<file path="src/rtl/frame_render_sequencer.sv">
// Per-frame controller for the wireframe pipeline: on an accepted frame tick it
// latches the angle and runs clear, sin/cos, per-vertex transform and per-edge draw.
//
// Ports:
//   Clk, Reset            clock, synchronous active-high reset
//   enable                accept frame ticks while idle
//   frame_clk_rising_edge one-cycle frame tick
//   theta_in              current angle (4.8 fixed point)
//   clear_start/done      framebuffer clear handshake (start pulse / done pulse)
//   trig_start/angle/done sin/cos handshake with latched frame angle
//   xform_start/vidx/done per-vertex transform handshake
//   draw_req/eidx/ack     per-edge draw valid/ready transfer
//   frame_busy            high whenever not idle
//   frame_done            one-cycle end-of-frame pulse
//   overrun_cnt           saturating count of ticks dropped mid-frame
module frame_render_sequencer #(
    parameter int ANGLE_W   = 12,
    parameter int NUM_VERTS = 8,
    parameter int VIDX_W    = 3,
    parameter int NUM_EDGES = 12,
    parameter int EIDX_W    = 4,
    parameter int OVR_W     = 8
) (
    input  logic               Clk,
    input  logic               Reset,
    input  logic               enable,
    input  logic               frame_clk_rising_edge,
    input  logic [ANGLE_W-1:0] theta_in,
    output logic               clear_start,
    input  logic               clear_done,
    output logic               trig_start,
    output logic [ANGLE_W-1:0] trig_angle,
    input  logic               trig_done,
    output logic               xform_start,
    output logic [VIDX_W-1:0]  xform_vidx,
    input  logic               xform_done,
    output logic               draw_req,
    output logic [EIDX_W-1:0]  draw_eidx,
    input  logic               draw_ack,
    output logic               frame_busy,
    output logic               frame_done,
    output logic [OVR_W-1:0]   overrun_cnt
);

    typedef enum logic [2:0] {
        S_IDLE,
        S_CLEAR,
        S_TRIG,
        S_XFORM,
        S_DRAW,
        S_DONE
    } state_t;

    localparam logic [VIDX_W-1:0] VLAST = VIDX_W'(NUM_VERTS - 1);
    localparam logic [EIDX_W-1:0] ELAST = EIDX_W'(NUM_EDGES - 1);

    state_t state;
    state_t state_nxt;

    logic               tick_ok;
    logic               clr_fire;
    logic               trig_fire;
    logic               xf_fire;
    logic               dr_fire;
    logic               v_last;
    logic               e_last;

    logic               clear_start_d;
    logic               trig_start_d;
    logic [ANGLE_W-1:0] trig_angle_d;
    logic               xform_start_d;
    logic [VIDX_W-1:0]  xform_vidx_d;
    logic               draw_req_d;
    logic [EIDX_W-1:0]  draw_eidx_d;
    logic               frame_busy_d;
    logic               frame_done_d;
    logic [OVR_W-1:0]   overrun_cnt_d;

    // A done pulse coincident with its own start pulse belongs to a
    // previous request, so it is masked by the registered start.
    assign tick_ok   = frame_clk_rising_edge & enable & (state == S_IDLE);
    assign clr_fire  = (state == S_CLEAR) & ~clear_start & clear_done;
    assign trig_fire = (state == S_TRIG) & ~trig_start & trig_done;
    assign xf_fire   = (state == S_XFORM) & ~xform_start & xform_done;
    assign dr_fire   = (state == S_DRAW) & draw_req & draw_ack;
    assign v_last    = (xform_vidx == VLAST);
    assign e_last    = (draw_eidx == ELAST);

    // State and output registers
    always_ff @(posedge Clk) begin
        if (Reset) begin
            state       <= S_IDLE;
            clear_start <= 1'b0;
            trig_start  <= 1'b0;
            trig_angle  <= '0;
            xform_start <= 1'b0;
            xform_vidx  <= '0;
            draw_req    <= 1'b0;
            draw_eidx   <= '0;
            frame_busy  <= 1'b0;
            frame_done  <= 1'b0;
            overrun_cnt <= '0;
        end else begin
            state       <= state_nxt;
            clear_start <= clear_start_d;
            trig_start  <= trig_start_d;
            trig_angle  <= trig_angle_d;
            xform_start <= xform_start_d;
            xform_vidx  <= xform_vidx_d;
            draw_req    <= draw_req_d;
            draw_eidx   <= draw_eidx_d;
            frame_busy  <= frame_busy_d;
            frame_done  <= frame_done_d;
            overrun_cnt <= overrun_cnt_d;
        end
    end

    // Next-state logic
    always_comb begin
        state_nxt = state;
        unique case (state)
            S_IDLE:  if (tick_ok) state_nxt = S_CLEAR;
            S_CLEAR: if (clr_fire) state_nxt = S_TRIG;
            S_TRIG:  if (trig_fire) state_nxt = S_XFORM;
            S_XFORM: if (xf_fire && v_last) state_nxt = S_DRAW;
            S_DRAW:  if (dr_fire && e_last) state_nxt = S_DONE;
            S_DONE:  state_nxt = S_IDLE;
            default: state_nxt = S_IDLE;
        endcase
    end

    // Next values of the registered outputs
    always_comb begin
        clear_start_d = tick_ok;
        trig_start_d  = clr_fire;
        xform_start_d = trig_fire | (xf_fire & ~v_last);
        trig_angle_d  = tick_ok ? theta_in : trig_angle;

        xform_vidx_d = xform_vidx;
        if (trig_fire)
            xform_vidx_d = '0;
        else if (xf_fire && !v_last)
            xform_vidx_d = xform_vidx + VIDX_W'(1);

        draw_req_d  = draw_req;
        draw_eidx_d = draw_eidx;
        if (xf_fire && v_last) begin
            draw_req_d  = 1'b1;
            draw_eidx_d = '0;
        end else if (dr_fire) begin
            if (e_last)
                draw_req_d = 1'b0;
            else
                draw_eidx_d = draw_eidx + EIDX_W'(1);
        end

        frame_busy_d = (state_nxt != S_IDLE);
        frame_done_d = (state_nxt == S_DONE);

        // Any tick outside IDLE is dropped and counted, saturating
        overrun_cnt_d = overrun_cnt;
        if (frame_clk_rising_edge && (state != S_IDLE) && (overrun_cnt != '1))
            overrun_cnt_d = overrun_cnt + OVR_W'(1);
    end

endmodule
</file>
<file path="config.mk">
export PLATFORM = sky130hd
export DESIGN_NAME = frame_render_sequencer
export DESIGN_NICKNAME = d
export VERILOG_FILES = /design/src/rtl/frame_render_sequencer.sv
export SDC_FILE = /design/constraint.sdc
export NUM_CORES = 1
export LEC_CHECK = 0
export ABC_AREA = 1
export CAP_MARGIN = 20
export CELL_PAD_IN_SITES_DETAIL_PLACEMENT = 1
export CELL_PAD_IN_SITES_GLOBAL_PLACEMENT = 2
export CORE_MARGIN = 2
export CORE_UTILIZATION = 27
export CTS_CLUSTER_DIAMETER = 30
export CTS_CLUSTER_SIZE = 8
export DETAILED_ROUTE_END_ITERATION = 6
export PLACE_DENSITY_LB_ADDON = 0.15
export SLEW_MARGIN = 20
export SYNTH_ARGS = -nofsm -noshare
export SYNTH_HDL_FRONTEND = slang
export SYNTH_SLANG_ARGS = --single-unit
</file>
<file path="constraint.sdc">
create_clock -name Clk -period 3.05 [get_ports Clk]
set_input_delay 0.61 -clock Clk [delete_from_list [all_inputs] [get_ports Clk]]
set_output_delay 0.61 -clock Clk [all_outputs]
set_load 0.1 [all_outputs]
</file>
==> results.toml <==
[sta]
min_period_over_period = 0.587
drv_slew = 0
final.setup.worst_slack_ns = 1.26
finalSetupViolCount = 0
fmax_mhz = 558
period_needed_ns = 1.79
hold_viol_final = 0
skew_ns = 0.00540
tightest_slew_ns = 0.463
relSlewSlack = 0.691
fin_tns_setup_ns = 0
rsz0062_at_grt = "no"
hold_slack_ns = 0.448

[clock_tree]
post_cts_resized = 0
cts_tree = "yes"
numCtsBuffers = 5
cts.clk_slew.worst_paths_ns = 0.07
cts.root.buffer_cell = "clkbuf_8"
clockBufferDepth = 2
cts.sinks = 36
htree_num_levels = 2
cts_setup_buffers = 0
holdBufCountCts = 0
clk_latency_ns = 0.28

[critical_path]
end_kind = "flip-flop"
critPathLaunch = "Reset"
path_cells = "clkdlybuf4s50_1 > buf_4 > inv_1 > nand2_1 > inv_1 > nand2_1 > a21oi_1"
reg2reg_from = "overrun_cnt[1]$_SDFFE_PP0P_"
critical_path_required_ns = 3.27
path_class = "in2reg"
cp_slowest_cell = "clkdlybuf4s50_1"
r2r_cells = 8
endpoint = "draw_eidx[2]$_SDFFE_PP0P_"
cp_num_buf_inv = 4
worstSetupStartpointType = "primary input"
critPathMaxStageDelay_ns = 0.39
ff2ff_setup_slack_ns = 1.50
worst-path-max-fanout = 18
crit_cells = 7
timing.rr.end = "overrun_cnt[1]$_SDFFE_PP0P_"
cp.arrival_ns = 2.01
crit_family = "buffers and inverters"

[detailed_routing]
dr_total_vias = 1534
via_per_inst = 4.36
routed_wl_um = 4130
wl_per_cell_um = 11.7
antenna_left = 0
drt_first_iter_violations = 24
drt-pass1-iter-count = 4
drc = 0

[synth]
synthAdderAreaFrac = 0.0301
synthesis.area_um2 = 1660
syn_area_per_cell_um2 = 7.50
synth_area_leaders = "dfxtp_1 (43%), nand2_1 (11%), inv_1 (7.9%)"
synthCells = 222
synth_simple_gate_area_frac = 0.274
yosysWarnings = 0
synth-compound-area-share = 0.149
synth.net_count = 246
ys_types = 25
netlist.area_leader.share = 0.433
synth_mux_area_frac = 0
synth_top_cell_by_area = "dfxtp_1"
synth-seq-cells = 36
synth_top_family_by_area = "simple AND/OR/NAND/NOR gates"
yosysSeqAreaShare = 0.433
synth-xor-area-share = 0.0158

[final_layout]
fillers = 758
diodes = 0
final_cell_mix = "nand2_1 (48), dfxtp_1 (36), inv_1 (35)"
utilization = 0.381
final_common_cell = "nand2_1"
drive_gt1_frac = 0.213
area_delta_synth_final_pct = 36.5
nNetsFinal = 301
finish.instance_area_um2 = 2270

[placement]
port_buffers = 52
detailed_place_hpwl_um = 3090
gp_congestion = 0.710
pre_cts_ws_ns = 0.914
placed_cell_area_um2 = 2170

[die]
io_pins = 53
dieArea_um2 = 6810
die_y_um = 82.5
initial_core_util = 0.279
rows = 28
die_x_um = 82.5
core-area_um2 = 5960

[global_route]
antenna_found_initial = 0
grt_pass1_wl_um = 6640
grt_pass1_vias = 1479
grtUsageTotal = 0.129
overflow = 0
grt_start_max_net_pins = 27

[min_path]
hold_class = "reg2reg"

[power]
ir_drop_v = 0.000251
leakagePower_nw = 1.00
power_density_nw_per_um2 = 498

[run_status]
status = "finished, final reports clean"

[flow_run]
maxCapViolations = 0
==> layer usage <==
| layer | GRT usage | wire [µm] | vias to the layer above |
|---|---|---|---|
| met4 | 0.0443 | 32 | 0 |
| met1 | 0.157 | 1940 | 686 |
| met3 | 0.0446 | 276 | 4 |
| met2 | 0.213 | 1880 | 35 |
| met5 | 0 | 0 | - |
| li1 | - | - | 809 |
==> worst min-delay path, cell delays in order, from the launching register on <==
cell,delay [ns]
dfxtp_1,0.31
inv_1,0.05
a21oi_1,0.05
==> where the power goes <==
| part | switching (mW) | total (mW) | internal [mW] |
|---|---|---|---|
| clock network | 0.167 | 0.368 | 0.201 |
| logic | 0.192 | 0.257 | 0.0654 |
| registers | 0.0140 | 0.505 | 0.491 |
==> cell usage after synthesis, drive strengths merged <==
| master | instances |
|---|---|
| nand2 | 51 |
| dfxtp | 36 |
| inv | 36 |
| a21oi | 28 |
| nor2 | 26 |
| o21ai | 14 |
| nand3 | 11 |
| ha | 4 |
| buf | 3 |
| nand3b | 3 |
| xor2 | 3 |
| clkbuf | 2 |
| nand4 | 2 |
| o21bai | 2 |
| nor3 | 1 |
==> registers in the layout (all words and copies together), names as in the netlist <==
name	flops
trig_angle	12
overrun_cnt	8
draw_eidx	4
state	3
xform_vidx	3
clear_start	1
draw_req	1
frame_busy	1
frame_done	1
trig_start	1
xform_start	1
==> cells by family after synthesis <==
kind of cell / count (synthesis)
AND/OR/NAND/NOR: 94
adder cells (fa/ha/maj): 4
AO/OA/AOI/OAI: 44
flip-flops: 36
buffers and inverters: 41
XOR/XNOR: 3
==> final cells by class <==
| cell class | count | area [µm²] | area share |
|---|---|---|---|
| Inverter | 36 | 135 | 0.0595 |
| Clock buffer | 7 | 96.3 | 0.0424 |
| Timing Repair Buffer | 53 | 445 | 0.196 |
| Tap cell | 75 | 93.8 | 0.0413 |
| Sequential cell | 36 | 721 | 0.317 |
| Multi-Input combinational cell | 145 | 779 | 0.343 |
==> worst min-delay path by stage <==
| stage | endpoint | slack [ns] | start | cells after the start |
|---|---|---|---|---|
| 4_1_cts | trig_angle[11]$_SDFFE_PP0P_ | 0.45 | trig_angle[11]$_SDFFE_PP0P_ | 2 |
| 5_1_grt | trig_angle[1]$_SDFFE_PP0P_ | 0.47 | trig_angle[1]$_SDFFE_PP0P_ | 2 |
| 3_3_place_gp | trig_angle[5]$_SDFFE_PP0P_ | 0.44 | trig_angle[5]$_SDFFE_PP0P_ | 2 |
| 2_1_floorplan | trig_start$_SDFF_PP0_ | 0.53 | state[0]$_SDFF_PP0_ | 2 |
| 6_report | trig_angle[11]$_SDFFE_PP0P_ | 0.45 | trig_angle[11]$_SDFFE_PP0P_ | 2 |
| 3_5_place_dp | trig_angle[3]$_SDFFE_PP0P_ | 0.44 | trig_angle[3]$_SDFFE_PP0P_ | 2 |
==> stage by stage <==
stage,cells,total power [mW]
5_1_grt,352,1.18
3_3_place_gp,345,0.775
6_report,352,1.13
4_1_cts,352,1.15
3_5_place_dp,345,0.776
2_1_floorplan,222,0.706
No activity file was read; power rests on OpenSTA's default activity.
